## config.mk

```make
export PLATFORM = sky130hd
export DESIGN_NAME = bram_port_arbiter
export DESIGN_NICKNAME = d
export VERILOG_FILES = /design/src/rtl/bram_arb_pkg.sv /design/src/rtl/bram_resp_fifo.sv /design/src/rtl/bram_port_arbiter.sv
export SDC_FILE = /design/constraint.sdc
export NUM_CORES = 1
export LEC_CHECK = 0
export ABC_AREA = 1
export BUFFER_PORTS_ARGS = -buffer_cell sky130_fd_sc_hd__buf_4
export CORE_AREA = 2 2 45 63
export DETAILED_ROUTE_END_ITERATION = 7
export DIE_AREA = 0 0 47 65
export HOLD_SLACK_MARGIN = 0.12
export PLACE_DENSITY_LB_ADDON = 0.05
export RECOVER_POWER = 25
export SYNTH_ARGS = -nofsm -noshare
export SYNTH_HDL_FRONTEND = slang
export SYNTH_SLANG_ARGS = --single-unit
```

## constraint.sdc

```tcl
create_clock -name CLK -period 2.2 [get_ports CLK]
set_input_delay 0.22 -clock CLK [delete_from_list [all_inputs] [get_ports CLK]]
set_output_delay 0.22 -clock CLK [all_outputs]
set_load 0.01 [all_outputs]
```

## src/rtl/bram_arb_pkg.sv

```systemverilog
// bram_arb_pkg: shared latency/depth helpers and types for the BRAM port arbiter
package bram_arb_pkg;
   localparam int CNT_W = 3;
   typedef logic req_id_t;
   function automatic int lat(input bit pipelined);
      return pipelined ? 2 : 1;
   endfunction
   function automatic int resp_depth(input bit pipelined);
      return lat(pipelined) + 2;
   endfunction
endpackage

```

## src/rtl/bram_resp_fifo.sv

```systemverilog
// bram_resp_fifo: first-word-fall-through response FIFO over registered storage
module bram_resp_fifo
   import bram_arb_pkg::*;
#(
   parameter int DATA_WIDTH = 1,
   parameter int DEPTH      = 3
) (
   input  logic                  clk,
   input  logic                  rst,
   input  logic                  push,
   input  logic [DATA_WIDTH-1:0] din,
   input  logic                  pop,
   output logic [DATA_WIDTH-1:0] dout,
   output logic                  full,
   output logic                  empty,
   output logic [CNT_W-1:0]      count
);
   localparam int PW = $clog2(DEPTH);
   localparam logic [PW-1:0] LAST = PW'(DEPTH - 1);
   logic [DATA_WIDTH-1:0] mem_q [DEPTH];
   logic [DATA_WIDTH-1:0] mem_d [DEPTH];
   logic [PW-1:0] rd_q, rd_d, wr_q, wr_d;
   logic [CNT_W-1:0] cnt_q, cnt_d;
   logic do_push, do_pop;
   assign empty = cnt_q == '0;
   assign full  = cnt_q == CNT_W'(DEPTH);
   assign count = cnt_q;
   assign dout  = mem_q[rd_q];
   // A pop frees the slot being read, so a full FIFO may push in the same cycle
   always_comb begin
      do_pop = pop && !empty;
      do_push = push && (!full || do_pop);
      mem_d = mem_q;
      mem_d[wr_q] = do_push ? din : mem_q[wr_q];
      rd_d = do_pop ? (rd_q == LAST ? '0 : rd_q + 1'b1) : rd_q;
      wr_d = do_push ? (wr_q == LAST ? '0 : wr_q + 1'b1) : wr_q;
      cnt_d = cnt_q + CNT_W'(do_push) - CNT_W'(do_pop);
   end
   always_ff @(posedge clk) begin
      mem_q <= mem_d;
      if (rst) begin
         rd_q <= '0;
         wr_q <= '0;
         cnt_q <= '0;
      end else begin
         rd_q <= rd_d;
         wr_q <= wr_d;
         cnt_q <= cnt_d;
      end
   end
endmodule

```

## src/rtl/bram_port_arbiter.sv

```systemverilog
// bram_port_arbiter: round-robin share of one BRAM port between two requesters with credit-gated reads
module bram_port_arbiter
   import bram_arb_pkg::*;
#(
   parameter int ADDR_WIDTH = 1,
   parameter int DATA_WIDTH = 1,
   parameter bit PIPELINED  = 1'b0
) (
   input  logic                    CLK,
   input  logic                    RST,
   input  logic [1:0]              req_valid,
   output logic [1:0]              req_ready,
   input  logic [1:0]              req_write,
   input  logic [2*ADDR_WIDTH-1:0] req_addr,
   input  logic [2*DATA_WIDTH-1:0] req_data,
   output logic [1:0]              resp_valid,
   input  logic [1:0]              resp_ready,
   output logic [2*DATA_WIDTH-1:0] resp_data,
   output logic                    bram_en,
   output logic                    bram_we,
   output logic [ADDR_WIDTH-1:0]   bram_addr,
   output logic [DATA_WIDTH-1:0]   bram_din,
   input  logic [DATA_WIDTH-1:0]   bram_dout
);
   localparam int LAT = lat(PIPELINED);
   localparam int DEPTH = resp_depth(PIPELINED);
   localparam logic [CNT_W-1:0] DEPTH_C = CNT_W'(DEPTH);
   logic [LAT-1:0] pv_q, pv_d;
   req_id_t [LAT-1:0] pid_q, pid_d;
   logic rr_q, rr_d;
   logic [1:0] elig, grant, push, pop, full, empty;
   logic [CNT_W-1:0] cnt [2];
   logic [CNT_W-1:0] used [2];
   req_id_t gid;
   assign resp_valid = ~empty;
   assign pop = ~empty & resp_ready;
   // Credit: reads in flight plus queued responses must never exceed the FIFO depth
   always_comb begin
      for (int i = 0; i < 2; i++) begin
         used[i] = cnt[i];
         for (int s = 0; s < LAT; s++)
            used[i] = used[i] + CNT_W'(pv_q[s] && pid_q[s] == req_id_t'(i));
         elig[i] = !RST && req_valid[i] && (req_write[i] || (!full[i] && used[i] < DEPTH_C));
         push[i] = pv_q[LAT-1] && pid_q[LAT-1] == req_id_t'(i);
      end
      grant = &elig ? (rr_q ? 2'b10 : 2'b01) : elig;
      gid = req_id_t'(grant[1]);
      rr_d = |grant ? grant[0] : rr_q;
      req_ready = grant;
      bram_en = |grant;
      bram_we = bram_en && req_write[gid];
      bram_addr = gid ? req_addr[2*ADDR_WIDTH-1:ADDR_WIDTH] : req_addr[ADDR_WIDTH-1:0];
      bram_din = gid ? req_data[2*DATA_WIDTH-1:DATA_WIDTH] : req_data[DATA_WIDTH-1:0];
      pv_d[0] = bram_en && !bram_we;
      pid_d[0] = gid;
      for (int s = 1; s < LAT; s++) begin
         pv_d[s] = pv_q[s-1];
         pid_d[s] = pid_q[s-1];
      end
   end
   always_ff @(posedge CLK) begin
      if (RST) begin
         pv_q <= '0;
         pid_q <= '0;
         rr_q <= 1'b0;
      end else begin
         pv_q <= pv_d;
         pid_q <= pid_d;
         rr_q <= rr_d;
      end
   end
   for (genvar g = 0; g < 2; g++) begin : g_fifo
      bram_resp_fifo #(.DATA_WIDTH(DATA_WIDTH), .DEPTH(DEPTH)) u_fifo (
         .clk   (CLK),
         .rst   (RST),
         .push  (push[g]),
         .din   (bram_dout),
         .pop   (pop[g]),
         .dout  (resp_data[g*DATA_WIDTH +: DATA_WIDTH]),
         .full  (full[g]),
         .empty (empty[g]),
         .count (cnt[g])
      );
   end
endmodule

```

==> flow_metrics.py <==
metrics = {
    "run": {
        "cap_violations": 0,
    },
    "timing": {
        "fin_crit_sh_pct": 98.26,
        "skew_ps": 3.527,
        "setup_violations": 0,
        "hold_ws_ps": 155.4,
        "tightest_slew_ps": 311.0,
        "drv_slew": 0,
        "fmax_mhz": 462.6,
        "slew_headroom_pct": 79.24,
        "grt_setup_unrepaired": "yes",
        "layout_setup_ws_ps": 38.26,
        "hold_violations": 0,
        "fin_crit_ps": 2162,
    },
    "grt": {
        "overflow": 0,
        "grt_max_degree": 13,
        "grt_first_pass_wirelength_um": 4312,
        "antenna_found_initial": 0,
        "grt_use_total_pct": 18.88,
        "grt_pass1_vias": 1139,
    },
    "critical_path": {
        "crit_fanout": 5,
        "cp-end-kind": "output port",
        "worstPathRequired_ps": 1980,
        "critPathKind": "reg2out",
        "cp-start-kind": "flop",
        "critical_path_arrival_ps": 1940,
    },
    "route": {
        "drt_iter0_drc": 11,
        "first_pass_iters": 4,
        "drc": 0,
        "top_layer": "met4",
        "wirelength_um": 2598,
        "vias": 1120,
        "m1WireLength_um": 1072,
        "route.met3.wl_um": 66,
        "via_per_inst": 4.828,
        "wire_per_inst_um": 11.20,
        "ant_nets": 0,
        "wl_met2_um": 1435,
    },
    "logic_synthesis": {
        "syn_area_um2": 1296,
        "synth_area_leaders": "dfxtp_1 (26%), edfxtp_1 (14%), inv_1 (9.8%)",
        "ys_seq_area_share_pct": 40.15,
        "syn-num-nets": 192,
        "synth_area_leader_cell": "dfxtp_1",
        "ys_seq_elements": 23,
        "synth_cells": 169,
        "synth_cell_types": 24,
        "avgSynthCellArea_um2": 7.670,
        "yosysWarnings": 0,
        "synth_top_area_share_pct": 26.25,
    },
    "placed_design": {
        "routabilityCongestion": 0.7497,
        "place_ws_ps": 258.4,
        "port_buffers": 22,
        "dpl.hpwl_um": 1912,
        "dp.cells": 226,
    },
    "floorplanning": {
        "die_x_um": 47,
        "initial_utilization_pct": 51.19,
        "die-area_um2": 3055,
        "design.core.area_um2": 2532,
        "dieHeight_um": 65,
        "rows": 22,
        "ios": 23,
    },
    "layout": {
        "area_growth_syn_to_layout_pct": 29.34,
        "n_antenna_cell": 0,
        "drive_above_1_share_pct": 30.61,
        "multi_input_area_um2": 740.7,
        "nFillCells": 228,
        "nNetsFinal": 220,
        "ff_latch_area_um2": 524.3,
        "finalNonFillerCells": 232,
    },
    "clocking": {
        "cts_root_buf": "clkbuf_4",
        "htreeDepth": 1,
        "cts.reportedPaths.clkPinSlew_ps": 120,
        "cts_made_buffers": 3,
        "cts_tree": "done",
        "clkSinkCount": 23,
        "cts_max_path_buffers": 2,
        "clock_latency_ps": 300,
    },
    "pwr": {
        "power_density_nw_per_um2": 1031,
        "p_total_mw": 1.728,
        "p_leak_nw": 0.7964,
        "vdd_drop_max_mv": 0.5247,
    },
    "hold_path": {
        "hp-class": "in2reg",
    },
    "status": {
        "outcome": "finished clean",
    },
}
## cell usage in the layout (no fill, tap or decap)
cell	synthesis	layout
inv_1	34	31
nor2_1	26	25
buf_4	2	24
nand2_1	33	21
dfxtp_1	17	14
nand2_2	2	12
nand3_1	7	6
edfxtp_1	6	6
o21ai_0	5	5
a21oi_1	5	5
a211oi_1	5	5
inv_2	2	4
ha_4	0	4
ha_1	8	4
clkbuf_4	0	3
dfxtp_2	0	3
nand2_4	0	2
o21ai_1	2	2
a41oi_1	2	2
o31ai_1	2	2
xnor2_1	2	2
o211a_1	2	2
fa_1	2	2
buf_6	0	2
nand3_2	1	1
nand4_4	0	1
a21oi_4	1	1
nand4_1	1	1
nor2_4	0	1
nand3_4	0	1
inv_4	0	1
clkbuf_1	1	1
## power breakdown
part	switching, mW	internal (mW)
Sequential	0.130	0.579
Clock	0.117	0.0705
Combinational	0.438	0.393
Total	0.686	1.04
## area by class of cell
cell class | instances | area share [%]
Tap cell | 36 | 2.687
Timing Repair Buffer | 26 | 12.09
Multi-Input combinational cell | 107 | 44.18
Clock buffer | 4 | 1.567
Inverter | 36 | 8.209
Sequential cell | 23 | 31.27
## worst max-delay path, stage by stage, from the launching register on
cell and delay [ps]:
dfxtp_2 360, nand2_2 70, inv_2 50, ha_4 150, ha_4 210, nand2_4 60
nand4_4 90, a21oi_4 220, nand2_4 110, nand2_2 70, nand2_2 40, nor2_1 80
buf_4 120
## repair_timing
item	in CTS	in global routing
pin swaps	6	11
gates cloned	0	0
hold buffers	0	0
gates resized for setup	11	23
setup buffers	1	1
setup endpoints to repair	3	4
## Yosys cell counts (all sizes together)
library cell	n
ha	8
inv	36
a211oi	5
a41oi	2
o211a	2
o31ai	2
clkbuf	1
fa	2
nand3	8
nand4	2
dfxtp	17
buf	2
nor2	26
edfxtp	6
a21oi	6
o21ai	7
xnor2	2
nand2	35
## through the flow
stage / area [um^2] / util [%] / TNS (ps)
floorplan: 1296 / - / 0
detailed placement: 1503 / 59.34 / 0
CTS: 1582 / 62.45 / -6.758
global placement: 1503 / 59.34 / 0
finish: 1677 / 66.21 / 0
global route: 1677 / 66.21 / -215.2
## per-layer routing
metal / vias up / GRT usage (%)
met5: - / 0
met4: 0 / 7.292
met3: 2 / 2.786
met2: 17 / 33.73
met1: 509 / 21.12
li1: 592 / -
## worst paths after layout
kind	cells after the start	startpoint	to	slack, ps
worst max register to register	12	g_fifo[1].u_fifo.count[1]$_SDFF_PP0_	g_fifo[1].u_fifo.count[2]$_SDFF_PP0_	200
worst min-delay path	4	req_write[0]	pv_q$_SDFF_PP0_	160
worst max-delay path	12	pid_q$_SDFF_PP0_	bram_we	40
worst min register to register	2	g_fifo[1].u_fifo.wr_q[0]$_SDFFE_PP0P_	g_fifo[1].u_fifo.wr_q[0]$_SDFFE_PP0P_	510
## cell families (layout without fill, tap and decap cells)
group	count (synthesis)	after routing	share of synthesized area [%]
buffers and inverters	39	66	11.87
adders and majority gates	10	10	10.81
DFF	23	23	40.15
xor gates and xnor gates	2	2	1.352
AOI/OAI and AO/OA	24	24	12.84
and+or+nand+nor	71	71	22.97
## state kept, by name, indices dropped and copies added (netlist names)
register,cells
rr_q,1
g_fifo.u_fifo.wr_q,4
pid_q,1
g_fifo.u_fifo.count,6
pv_q,1
g_fifo.u_fifo.rd_q,4
g_fifo.u_fifo.mem_q,6
Power figures use the tool's default switching activity.
